**config.mk**
```make
export PLATFORM = sky130hd
export DESIGN_NAME = counter_ctrl
export DESIGN_NICKNAME = d
export VERILOG_FILES = /design/src/rtl/counter_ctrl.sv
export SDC_FILE = /design/constraint.sdc
export NUM_CORES = 1
export LEC_CHECK = 0
export ABC_AREA = 0
export BUFFER_PORTS_ARGS = -buffer_cell sky130_fd_sc_hd__buf_2
export CAP_MARGIN = 20
export CORE_AREA = 2 2 39 41
export CTS_BUF_LIST = sky130_fd_sc_hd__clkbuf_4 sky130_fd_sc_hd__clkbuf_8
export CTS_CLUSTER_DIAMETER = 150
export DETAILED_ROUTE_END_ITERATION = 6
export DIE_AREA = 0 0 41 43
export SYNTH_ARGS = -nofsm -noshare
export SYNTH_HDL_FRONTEND = slang
export SYNTH_SLANG_ARGS = --single-unit
export TNS_END_PERCENT = 1
```
**constraint.sdc**
```tcl
create_clock -name clk -period 0.8 [get_ports clk]
set_input_delay 0.08 -clock clk [delete_from_list [all_inputs] [get_ports clk]]
set_output_delay 0.08 -clock clk [all_outputs]
set_load 0.01 [all_outputs]
```
**src/rtl/counter_ctrl.sv**
```systemverilog
// counter_ctrl: turns debounced button levels into counter enable/clear/load/direction controls.
// Step auto-repeat (PRESS -> REPEAT with timer) is built only when AUTO_REPEAT_EN is defined.
module counter_ctrl #(
  parameter int unsigned HOLD_CYCLES   = 25_000_000,
  parameter int unsigned REPEAT_CYCLES = 5_000_000,
  parameter logic [3:0]  PRESET        = 4'hA,
  parameter int unsigned TW            = 32
) (
  input  logic       clk,
  input  logic       rst,
  input  logic       btn_step,
  input  logic       btn_clr,
  input  logic       btn_dir,
  input  logic       btn_load,
  output logic       cnt_ce,
  output logic       cnt_up,
  output logic       cnt_clr,
  output logic       cnt_load,
  output logic [3:0] cnt_di,
  output logic       repeating
);

  typedef enum logic [1:0] {
    IDLE   = 2'd0,
    PRESS  = 2'd1,
    REPEAT = 2'd2
  } state_t;

  state_t state, state_d;
  logic   step_q, clr_q, dir_q, load_q;
  logic   rise_step, rise_clr, rise_dir, rise_load;
  logic   step_ok;
  logic   hold_done, rep_done;
  logic   ce_d, clr_d, load_d, up_d, repeating_d;

  assign rise_step = btn_step & ~step_q;
  assign rise_clr  = btn_clr  & ~clr_q;
  assign rise_dir  = btn_dir  & ~dir_q;
  assign rise_load = btn_load & ~load_q;

  // Step activity is only honoured when neither clear nor load takes precedence
  assign step_ok = ~btn_clr & ~rise_load;

`ifdef AUTO_REPEAT_EN
  logic [TW-1:0] timer, timer_d;

  assign hold_done = (timer == TW'(HOLD_CYCLES - 1));
  assign rep_done  = (timer == TW'(REPEAT_CYCLES - 1));

  always_comb begin
    timer_d = timer;
    if (step_ok) begin
      if (state == IDLE && rise_step)
        timer_d = '0;
      else if (state == PRESS && btn_step)
        timer_d = hold_done ? '0 : timer + TW'(1);
      else if (state == REPEAT && btn_step)
        timer_d = rep_done ? '0 : timer + TW'(1);
    end
  end

  always_ff @(posedge clk) begin
    if (rst) timer <= '0;
    else     timer <= timer_d;
  end
`else
  logic unused_cfg;
  assign unused_cfg = ^{HOLD_CYCLES, REPEAT_CYCLES, TW};
  assign hold_done  = 1'b0;
  assign rep_done   = 1'b0;
`endif

  // State and previous-level registers
  always_ff @(posedge clk) begin
    if (rst) state <= IDLE;
    else     state <= state_d;
    step_q <= btn_step;
    clr_q  <= btn_clr;
    dir_q  <= btn_dir;
    load_q <= btn_load;
  end

  // Next-state logic
  always_comb begin
    state_d = state;
    if (!step_ok) begin
      state_d = IDLE;
    end else begin
      case (state)
        IDLE:    if (rise_step) state_d = PRESS;
        PRESS:   if (!btn_step) state_d = IDLE;
                 else if (hold_done) state_d = REPEAT;
        REPEAT:  if (!btn_step) state_d = IDLE;
        default: state_d = IDLE;
      endcase
    end
  end

  // Output logic, registered below
  always_comb begin
    ce_d = step_ok && ((state == IDLE   && rise_step) ||
                       (state == PRESS  && btn_step && hold_done) ||
                       (state == REPEAT && btn_step && rep_done));
    clr_d  = rise_clr;
    load_d = rise_load & ~btn_clr;
    up_d   = cnt_up ^ rise_dir;
`ifdef AUTO_REPEAT_EN
    repeating_d = (state_d == REPEAT);
`else
    repeating_d = 1'b0;
`endif
  end

  always_ff @(posedge clk) begin
    cnt_di <= PRESET;
    if (rst) begin
      cnt_ce    <= 1'b0;
      cnt_clr   <= 1'b0;
      cnt_load  <= 1'b0;
      cnt_up    <= 1'b1;
      repeating <= 1'b0;
    end else begin
      cnt_ce    <= ce_d;
      cnt_clr   <= clr_d;
      cnt_load  <= load_d;
      cnt_up    <= up_d;
      repeating <= repeating_d;
    end
  end

endmodule

```
# Word-level counts from Yosys, hierarchy flattened
# Index checks and enable logic that the tools add are counted.
# word_totals
wordCells	36
input_bits	6
register_bits	10
# op_classes
reduce_logical	6
n_mux	3
n_bitwise	14
n_eq_ne	4
# ops
op	count
$not A1 Y1	7
$and A1 B1 Y1	6
$mux W2	2
$ne A2 B2 Y1 const B	2
$pmux W2 S2	1
$reduce_or A2 Y1	2
$eq A2 B1 Y1 const B	1
$eq A2 B2 Y1 const B	1
$logic_and A1 B1 Y1	2
$logic_not A2 Y1	1
$reduce_and A2 Y1	1
$xor A1 B1 Y1	1

# Logic depth before layout (Yosys ltp)
# depth
ltp_word	6
depth_mapped	2

# Least setup slack after synthesis
# Ideal clock, no wire load.
# synth_timing
kind	register to register
start	reg cnt_up
end	reg cnt_up
setup_slack_ns	-0.007
stages_incl_launch_ff	3
required_time_ns	0.674
n_path_buf	0
period_less_slack_ns	0.807
arrival_ns	0.681
cell_sequence	dfxtp_1 -> nor4bb_1 -> a21oi_1
# synth_via
elab_chain_len	1
# synth_rtl
element	line_no	text
from (decl)	16	output logic cnt_up,
from (signal assigned)	126	cnt_up <= up_d;
$xor A1 B1 Y1	106	up_d = cnt_up ^ rise_dir;
# No other way between the ends.
# A chain may end at the register's enable or synchronous reset.

# Final worst setup path
# layout_timing
start	reg cnt_up
end	out cnt_up
# No word-level cell between the ends.

==> flow_metrics.env <==
export IMPL_dieArea_sq_um=1760
export IMPL_drive_gt1_share_pct=37.2
export IMPL_fin_setup_tns_ns=0
export IMPL_start_util_pct=21.7
export IMPL_crit_buf_inv=1
export IMPL_cts_num_sinks=9
export IMPL_h_tree_depth=1
export IMPL_synthTopCellsByArea="dfxtp_1 60%, buf_4 13%, nand2b_1 4.2%"
export IMPL_cts_setup_buffers=0
export IMPL_worst_ep_required_time_ns=0.72
export IMPL_drv_slew=0
export IMPL_postRouteAntennaNets=0
export IMPL_yosys_area_top_type_share_pct=60.0
export IMPL_syn_inst=28
export IMPL_clk_latency_ns=0.26
export IMPL_coreArea_sq_um=1380
export IMPL_worstSetupStartpointType="flip-flop"
export IMPL_grt_max_degree=6
export IMPL_n_antenna_cell=0
export IMPL_fin_crit_sh_pct=97.0
export IMPL_grt_pass1_vias=177
export IMPL_setup_violations=0
export IMPL_status="finished, final reports clean"
export IMPL_cts_root_buf="clkbuf_4"
export IMPL_layout_min_cycle_time_ns=0.776
export IMPL_peakVddDrop_uv=901
export IMPL_routedWlPerCell_um=7.44
export IMPL_end_kind="output port"
export IMPL_synth_cell_type_count=12
export IMPL_busiest_layer="met3"
export IMPL_drtPass1Iterations=2
export IMPL_use_met1_pct=6.51
export IMPL_use_met3_pct=9.42
export IMPL_fill_cells=153
export IMPL_area_delta_synth_final_pct=41.3
export IMPL_rows=14
export IMPL_die_x_um=41
export IMPL_cpMaxStageDelayCell="dfxtp_2"
export IMPL_ys_top_cells_by_count="9 x dfxtp_1, 5 x buf_4, 3 x nor2_1"
export IMPL_path_cells="buf_6"
export IMPL_portBuffers=9
export IMPL_yosysMostFrequentCell="dfxtp_1"
export IMPL_leakagePower_nw=0.199
export IMPL_ios=15
export IMPL_fin_area_sq_um=424
export IMPL_rsz0062_at_grt="yes"
export IMPL_final_net_count=50
export IMPL_critical_path_class="reg2out"
export IMPL_postSynthAreaPerCell_sq_um=10.7
export IMPL_place_congestion=0.593
export IMPL_async_flop_share_pct=0
export IMPL_place_area_sq_um=339
export IMPL_antenna_found_initial=0
export IMPL_synth_yosys_seq_area_share_pct=60.0
export IMPL_numCtsBuffers=3
export IMPL_synth_edf_count=0
export IMPL_cts_buffer_depth=2
export IMPL_yosys_warnings=0
export IMPL_cpPeakStageDelay_ns=0.33
export IMPL_cp_top_family="flip-flops"
export IMPL_cts_clk_slew_worst_paths_ns=0.06
export IMPL_skew_ns=0.00412
export IMPL_first_iter_violations=3
export IMPL_hpwl_um=311
export IMPL_post_drt_via_cell_ratio=3.61
export IMPL_synth_ff_latch_count=9
export IMPL_drv_cap=0
export IMPL_ys_flop_type="dfxtp_1"
export IMPL_cp_arrival_ns=0.70
export IMPL_cts_tree="done"
export IMPL_wirelength_um=439
export IMPL_syn_cell_area_sq_um=300
export IMPL_grt_use_met2_pct=7.81
export IMPL_finalHoldViolations=0
export IMPL_grt_overflow_total=0
export IMPL_grt_pass1_wl_um=717
export IMPL_fmax_ghz=1.29
export IMPL_fp_dieH_um=43
export IMPL_cp_max_fo=3
export IMPL_grt_usage_pct=6.96
export IMPL_hold_path_class="in2reg"
export IMPL_vias=213
export IMPL_synth_top_area_cell="dfxtp_1"
export IMPL_powerDensity_nw_per_um2=2210
export IMPL_drc=0
## layout by cell type (no fill, tap or decap)
master and n:
buf_2 8, dfxtp_1 7, conb_1 5, clkbuf_4 4, dlygate4sd3_1 4, nor2_1 3
nand2b_1 2, dfxtp_2 2, nor4bb_2 1, a21oi_1 1, inv_1 1, o2111a_1 1
nor3b_1 1, nor3_1 1, and4_1 1, buf_6 1
## through the flow
stage / cells / hold slack (ns) / util (%) / setup slack (ns) / total power [mW]
final: 59 / 0.0221 / 30.7 / 0.0241 / 0.936
after CTS: 59 / 0.00647 / 30.1 / 0.00774 / 0.956
after global routing: 59 / 0.0176 / 30.7 / -0.0182 / 1.00
after floorplan: 31 / 0.108 / - / 0.0575 / 0.535
after global placement: 51 / 0.207 / 24.5 / 0.0914 / 0.545
after detailed placement: 51 / 0.205 / 24.5 / 0.0703 / 0.546
## cell families after synthesis
| group | Yosys count | share of synthesized area [%] |
|---|---|---|
| compound gates | 2 | 5.41 |
| buf+inv | 6 | 13.8 |
| flops | 9 | 60.0 |
| other cells | 2 | 2.50 |
| simple gates | 9 | 18.3 |
## power breakdown
| group | internal (mW) | total, mW | switching, mW | leakage [nW] |
|---|---|---|---|---|
| logic | 0.0441 | 0.0807 | 0.0366 | 0.106 |
| registers | 0.470 | 0.478 | 0.00823 | 0.0743 |
| clock network | 0.226 | 0.377 | 0.152 | 0.0184 |
| total | 0.740 | 0.936 | 0.196 | 0.199 |
## final cells by class
| cell class | count | area [sq um] | share of cell area [%] |
|---|---|---|---|
| sequential | 9 | 183 | 43.1 |
| multi-input combinational | 16 | 96.3 | 22.7 |
| timing repair buffer | 13 | 91.3 | 21.5 |
| clock buffer | 4 | 30.0 | 7.08 |
| tap | 16 | 20.0 | 4.72 |
| inverter | 1 | 3.75 | 0.885 |
## state kept, by name, indices dropped and copies added (netlist names)
name      cells
cnt_load      1
cnt_up        1
cnt_clr       1
clr_q         1
load_q        1
dir_q         1
state         1
step_q        1
cnt_ce        1
## metal layers
layer	routed length [um]	vias to the layer above
met5	0	-
met1	180	90
met4	7	0
met3	79	2
met2	171	11
li1	-	110
## repair_timing
action,CTS,global route
pin swaps,0,1
setup endpoints to repair,1,4
endpoints found under the hold margin,4,0
gates resized for setup,2,2
hold buffers,4,0
## path summary, 6_finish.rpt
| kind | from | endpoint | slack [ns] | cells after the start |
|---|---|---|---|---|
| setup / recovery | cnt_up$_SDFF_PP1_ | cnt_up | 0.02 | 1 |
| hold reg to reg | clr_q$_DFF_P_ | cnt_clr$_SDFF_PP0_ | 0.39 | 1 |
| setup reg to reg | dir_q$_DFF_P_ | cnt_up$_SDFF_PP1_ | 0.07 | 2 |
| hold / removal | btn_clr | cnt_load$_SDFF_PP0_ | 0.02 | 2 |
No activity file was read; power rests on OpenSTA's default activity.
